## src/rtl/fft_pkg.sv

```systemverilog
// Shared definitions for the FFT result path: unload FSM states, frame length
// and the {re, im} packing of complex bins.
package fft_pkg;

  typedef enum logic [1:0] {
    IDLE  = 2'd0,
    RUN   = 2'd1,
    DRAIN = 2'd2,
    HOLD  = 2'd3
  } state_t;

  // Imaginary part sits in the low half of a packed bin, real part above it.
  localparam int unsigned IM_LSB = 0;

  function automatic int unsigned re_lsb(input int unsigned w);
    return w;
  endfunction

  // Bins emitted per frame: half the spectrum for real-input FFTs.
  function automatic int unsigned bins_per_frame(input int unsigned n2, input bit half);
    return half ? (32'd1 << (n2 - 1)) : (32'd1 << n2);
  endfunction

endpackage

```

## src/rtl/fft_unload_mag_sq.sv

```systemverilog
// Combinational squared magnitude of a packed signed {re, im} bin.
// The sum is exact in 2*width unsigned bits, so no rounding or saturation is needed.
module mag_sq
  import fft_pkg::*;
#(
  parameter int unsigned width = 16
) (
  input  logic [2*width-1:0] cplx_i,
  output logic [2*width-1:0] mag_o
);

  localparam int unsigned RE_LSB = re_lsb(width);

  logic signed [width-1:0]   re;
  logic signed [width-1:0]   im;
  logic signed [2*width-1:0] re_x;
  logic signed [2*width-1:0] im_x;
  logic signed [2*width-1:0] re_sq;
  logic signed [2*width-1:0] im_sq;

  assign re    = cplx_i[RE_LSB +: width];
  assign im    = cplx_i[IM_LSB +: width];
  assign re_x  = {{width{re[width-1]}}, re};
  assign im_x  = {{width{im[width-1]}}, im};
  assign re_sq = re_x * re_x;
  assign im_sq = im_x * im_x;
  // Each square is at most 2^(2*width-2), so the unsigned sum cannot wrap.
  assign mag_o = $unsigned(re_sq) + $unsigned(im_sq);

endmodule

```

## src/rtl/fft_unload.sv

```systemverilog
// Walks the FFT result RAM after done rises and streams |bin|^2 downstream
// over a valid/ready handshake with full backpressure.
module fft_unload
  import fft_pkg::*;
#(
  parameter int unsigned width = 16,
  parameter int unsigned N_2   = 5,
  parameter bit          HALF  = 1'b1
) (
  input  logic               clk,
  input  logic               reset,
  input  logic               done,
  output logic [N_2-1:0]     adr,
  input  logic [2*width-1:0] rd,
  output logic               out_valid,
  input  logic               out_ready,
  output logic [2*width-1:0] out_mag,
  output logic [N_2-1:0]     out_bin,
  output logic               out_last,
  output logic               busy,
  output logic               unloaded
);

  localparam int unsigned    M        = bins_per_frame(N_2, HALF);
  localparam logic [N_2-1:0] LAST_BIN = N_2'(M - 1);

  state_t             state_q, state_d;
  logic [N_2-1:0]     cnt_q, cnt_d;
  logic               done_q;
  logic               valid_q, valid_d;
  logic [2*width-1:0] mag_q, mag_d;
  logic [N_2-1:0]     bin_q, bin_d;
  logic               last_q, last_d;
  logic               busy_q, busy_d;
  logic               unloaded_q, unloaded_d;
  logic [2*width-1:0] mag_w;

  mag_sq #(.width(width)) u_mag_sq (
    .cplx_i (rd),
    .mag_o  (mag_w)
  );

  always_comb begin
    state_d    = state_q;
    cnt_d      = cnt_q;
    valid_d    = valid_q;
    mag_d      = mag_q;
    bin_d      = bin_q;
    last_d     = last_q;
    unloaded_d = 1'b0;

    case (state_q)
      IDLE: begin
        cnt_d = '0;
        if (done && !done_q) state_d = RUN;
      end
      RUN: begin
        if (!done) begin
          state_d = IDLE;
          valid_d = 1'b0;
          cnt_d   = '0;
        end else if (!valid_q || out_ready) begin
          valid_d = 1'b1;
          mag_d   = mag_w;
          bin_d   = cnt_q;
          last_d  = (cnt_q == LAST_BIN);
          cnt_d   = cnt_q + N_2'(1);
          if (cnt_q == LAST_BIN) begin
            state_d = DRAIN;
            cnt_d   = '0;
          end
        end
      end
      DRAIN: begin
        if (!done) begin
          state_d = IDLE;
          valid_d = 1'b0;
          cnt_d   = '0;
        end else if (valid_q && out_ready) begin
          valid_d    = 1'b0;
          unloaded_d = 1'b1;
          state_d    = HOLD;
        end
      end
      HOLD: begin
        // Stay here until done drops so the same done level cannot retrigger.
        if (!done) state_d = IDLE;
      end
      default: state_d = IDLE;
    endcase

    busy_d = (state_d == RUN) || (state_d == DRAIN);
  end

  always_ff @(posedge clk) begin
    if (reset) begin
      state_q    <= IDLE;
      cnt_q      <= '0;
      done_q     <= 1'b1;
      valid_q    <= 1'b0;
      mag_q      <= '0;
      bin_q      <= '0;
      last_q     <= 1'b0;
      busy_q     <= 1'b0;
      unloaded_q <= 1'b0;
    end else begin
      state_q    <= state_d;
      cnt_q      <= cnt_d;
      done_q     <= done;
      valid_q    <= valid_d;
      mag_q      <= mag_d;
      bin_q      <= bin_d;
      last_q     <= last_d;
      busy_q     <= busy_d;
      unloaded_q <= unloaded_d;
    end
  end

  assign adr       = cnt_q;
  assign out_valid = valid_q;
  assign out_mag   = mag_q;
  assign out_bin   = bin_q;
  assign out_last  = last_q;
  assign busy      = busy_q;
  assign unloaded  = unloaded_q;

endmodule

```

## config.mk

```make
export PLATFORM = sky130hd
export DESIGN_NAME = fft_unload
export DESIGN_NICKNAME = d
export VERILOG_FILES = /design/src/rtl/fft_pkg.sv /design/src/rtl/fft_unload_mag_sq.sv /design/src/rtl/fft_unload.sv
export SDC_FILE = /design/constraint.sdc
export NUM_CORES = 1
export LEC_CHECK = 0
export CORE_MARGIN = 5
export CORE_UTILIZATION = 65
export CTS_CLUSTER_DIAMETER = 60
export CTS_CLUSTER_SIZE = 16
export DETAILED_ROUTE_END_ITERATION = 12
export PLACE_DENSITY = 0.83
export REMOVE_ABC_BUFFERS = 1
export SLEW_MARGIN = 40
export SYNTH_ARGS = -nofsm -noshare
export SYNTH_HDL_FRONTEND = slang
export SYNTH_SLANG_ARGS = --single-unit
```

## constraint.sdc

```tcl
create_clock -name clk -period 29.5 [get_ports clk]
set_input_delay 8.85 -clock clk [delete_from_list [all_inputs] [get_ports clk]]
set_output_delay 8.85 -clock clk [all_outputs]
set_load 0.05 [all_outputs]
```

Yosys cells after proc, flatten, opt, wreduce, memory -nomap -nowiden --
Index checks and enable logic that the tools add are counted.
Operators by class: bitwise gates (word level) 2, multiply operators 2, $add $sub $neg 2, equal/unequal tests 9, reduce and logical (&&, ||, !) cells 13, muxes and demuxes 19
Operators by type and width (count):
- multiplier 16 x 16 -> 32 bit | 2
- adder 32 bit | 1
- 2-to-1 mux 5 bit | 4
- one-hot mux 5 bit (3 select lines) | 1
- 2-to-1 mux 2 bit | 7
- AND reduction 3 bit | 3
- one-hot mux 2 bit (4 select lines) | 1
- equality test 2 bit (second input constant) | 3
- inequality test 3 bit (second input constant) | 2
- adder 5 x 1 -> 5 bit (second input constant) | 1
- equality test 5 x 4 -> 1 bit (second input constant) | 1
- 2-to-1 mux 1 bit | 5
- equality test 2 x 1 -> 1 bit (second input constant) | 2
- nonzero test 3 bit | 1
- OR reduction 3 bit | 1
- logical AND 1 bit | 2
- zero test 1 bit | 2
- zero test 2 bit | 1
- logical OR 1 bit | 2
- inequality test 2 bit (second input constant) | 1
- inverter 1 bit | 2
- one-hot mux 1 bit (2 select lines) | 1
- nonzero test 2 bit | 1
Word-level totals: register bits after elaboration 49

Longest topological paths before layout --
depth after elaboration 7, gate-level depth with buffers 28

By module --
Synthesis repeated with hierarchy kept, for this count alone.
Unflattened totals: cell total of the unflattened synthesis 2063, area total of the unflattened synthesis 19459.9 um^2
Modules (own cells, without submodules):
- mag_sq | area each 17593.1 um^2, cells an instance 1832, instances 1, sequential area each 0.0 um^2
- fft_unload | area each 1866.8 um^2, cells an instance 231, instances 1, sequential area each 980.9 um^2

Worst setup path before layout --
OpenSTA, ideal clock, no wires.
kind in2reg, from in rd[15], to reg mag_q[30] (netlist: out_mag[30]), stages 24, arrival time 15760 ps, path buffers 2, setup slack 13652 ps, setup time 88 ps, data required time 29412 ps, cells stage by stage clkbuf_1 clkbuf_1 nand2_1 fa_1 inv_1 fa_1 inv_1 fa_1 inv_1 fa_1 fa_1 fa_1 fa_1 inv_1 fa_1 inv_1 ha_1 a21o_1 a21o_1 a21oi_1 nor2b_1 a41o_1 or3_1 a311oi_2
On the way: longest elaborated chain between the ends 2
RTL lines:
- start: declaration | line fft_unload.sv:14 | input logic [2*width-1:0] rd,
- multiplier 16 x 16 -> 32 bit | line fft_unload_mag_sq.sv:26 | assign im_sq = im_x * im_x;
- adder 32 bit | line fft_unload_mag_sq.sv:28 | assign mag_o = $unsigned(re_sq) + $unsigned(im_sq);
- end signal: assignment | line fft_unload.sv:111 | mag_q <= mag_d;
- end: declaration | line fft_unload.sv:31 | logic [2*width-1:0] mag_q, mag_d;
Every way passes these cells. A chain may end at the register's enable or synchronous reset.

Worst setup path after layout --
from in rd[15], to reg mag_q[31] (netlist: out_mag[31])
The elaborated chain is that of the path after synthesis.

==> reports/metrics.yaml <==
core_um2: 29600
viasPerCell: 5.40
synth.top_cell.area_share_pct: 53.6
first_pass_iters: 5
worst_slew_pin_slew_ns: 0.890
initial_core_util_pct: 65.7
tns_ns: 0
postCtsHoldBufs: 0
path_cells: "clkdlybuf4s50_1 -> nand2_1 -> fa_1 -> inv_1 -> fa_1 -> inv_1 -> fa_1 -> inv_1 -> fa_1 -> fa_1 -> fa_1 -> fa_1 -> inv_1 -> fa_1 -> inv_1 -> ha_1 -> a2111oi_0 -> o31ai_1 -> nand2_1 -> a31oi_1 -> a311oi_1 -> a21oi_1 -> xnor2_1 -> o31ai_1"
ys_seq_elements: 49
netlist_area_um2: 19400
grt_max_degree: 57
arrival_ns: 17.08
fmax_ghz: 0.0592
relSlewSlack_pct: 40.5
syn_inst: 2048
post_drt_wl_per_cell_um: 18.5
clk_path_buf_depth: 2
final_common_cell: "inv_1"
numCtsBuffers: 5
cp-start-kind: "primary input"
drc: 0
path_max_fanout: 19
cts_root_buf: "clkbuf_16"
insertion_delay_ns: 0.28
setup_viol: 0
hold_viol: 0
final_cell_mix: "639 x inv_1, 520 x fa_1, 197 x nand2_1"
yosysSeqAreaShare_pct: 5.05
antenna_found_initial: 0
die_w_um: 183
drtIter0Drc: 782
status: "complete, no violations"
grt_pass1_wl_mm: 76.5
hpwl_mm: 40.4
areaGrowthSynthToFinish_pct: 6.66
diodes: 0
synth_flop_cell: "dfxtp_1"
dieHeight_um: 183
drv_slew: 0
cts_resized: 0
synth_area_leaders: "fa_1 54%, inv_1 12%, ha_1 9.7%"
synth_edf_count: 0
post_cts_buffers: 0
crit_path_max_incr_delay_ns: 0.94
dr_total_vias: 13400
hold_class: "register to register"
io_buffer_count: 81
fin_nets: 2792
critical_path_class: "primary input to register"
cts.sinks: 49
layout-drive-gt1-share_pct: 2.01
fin_skew_ns: 0.00401
ant_nets: 0
ys_types: 60
synthArstFlopShare_pct: 0
cts-htree-levels: 2
die-area_um2: 33400
synth_area_per_cell_um2: 9.48
r2r_setup_slack_ns: 27.22
drv_cap: 0
crit_required_ns: 29.70
rsz0062_at_grt: "no"
num_rows: 63
place_congestion: 0.925
drt_wl_total_mm: 45.7
grt_pass1_vias: 15300
io_pins: 82
tritoncts: "built"
grt_usage_pct: 28.9
crit_top_cell: "fa_1"
clk_pin_slew_ns: 0.06
slowest_stage: "clkdlybuf4s50_1"
end_kind: "register"
grt-ovfl-total: 0
timing.final.crit_share_pct: 57.2
synth_warnings: 0
synth_top_area_cell: "fa_1"
min_period_ns: 16.89
-- cells in the mapped netlist (8+ instances only) --
library cell,count
clkbuf_1,57
nor2b_1,20
inv_1,639
nand3_1,8
o21ai_0,10
dfxtp_1,49
xor2_1,10
fa_1,520
a211oi_1,8
a21oi_1,51
ha_1,151
and2_1,97
a21o_1,13
nand2_1,197
nand3b_1,10
nor2_1,60
xnor2_1,45
nand2b_1,9
a31oi_1,8
-- routing by layer --
metal	GRT usage, %	routed length [um]	part of all wire, %
met1	38.9	18400	40
met5	0	0	0
met2	49.4	22700	50
met3	4.54	3230	7.1
met4	8.13	1450	3.2
-- sequential cells by signal (all words and copies together) (netlist names) --
signal     count
out_mag       32
adr            5
out_bin        5
state_q        2
busy           1
done_q         1
out_last       1
out_valid      1
unloaded       1
-- cell type report --
cell class,count,area [um^2]
Clock buffer,5,125
Clock inverter,2,35.0
Fill cell,2163,8860
Inverter,640,2400
Multi-Input combinational cell,1301,15800
Sequential cell,49,981
Tap cell,390,488
Timing Repair Buffer,88,851
-- cell families (layout without fill, tap and decap cells) --
kind of cell / Yosys count / after routing / synth area share, %
DFF: 49 / 49 / 5.05
buffers and inverters: 698 / 735 / 13.5
other: 1 / 1 / 0.0193
muxes: 4 / 4 / 0.219
and+or+nand+nor: 438 / 438 / 10.9
xor gates and xnor gates: 55 / 55 / 2.48
adders and majority gates: 671 / 671 / 63.4
AOI/OAI and AO/OA: 132 / 132 / 4.45
-- worst paths after layout --
kind / from / end / cells past startpoint
max: rd[15] / out_mag[31] / 24
min reg2reg: out_bin[3] / out_bin[3] / 2
max reg2reg: state_q[1] / out_mag[20] / 6
min: out_bin[3] / out_bin[3] / 2
-- worst max-delay path: cells and delay by family --
kind / cells / cell delay [ns]
AOI/OAI and AO/OA: 6 / 1.55
adders and majority gates: 9 / 4.72
buffers and inverters: 6 / 1.41
and+or+nand+nor: 2 / 0.41
xor gates and xnor gates: 1 / 0.16
-- per-stage QoR --
stage / setup WS [ns] / std cells / cell area (um^2) / utilization [%] / hold WS [ns]
floorplan: 14.13 / 1990 / 19200 / - / 0.484
global placement: 12.56 / 2467 / 20500 / 69.5 / 0.441
detailed placement: 12.29 / 2468 / 20600 / 69.6 / 0.449
CTS: 12.59 / 2475 / 20700 / 70.1 / 0.458
global route: 12.17 / 2475 / 20700 / 70.0 / 0.470
finish: 12.61 / 2475 / 20700 / 70.0 / 0.460
Power is not shown: default switching activity piles up to over one toggle a cycle in this logic, so the estimate is an artifact.
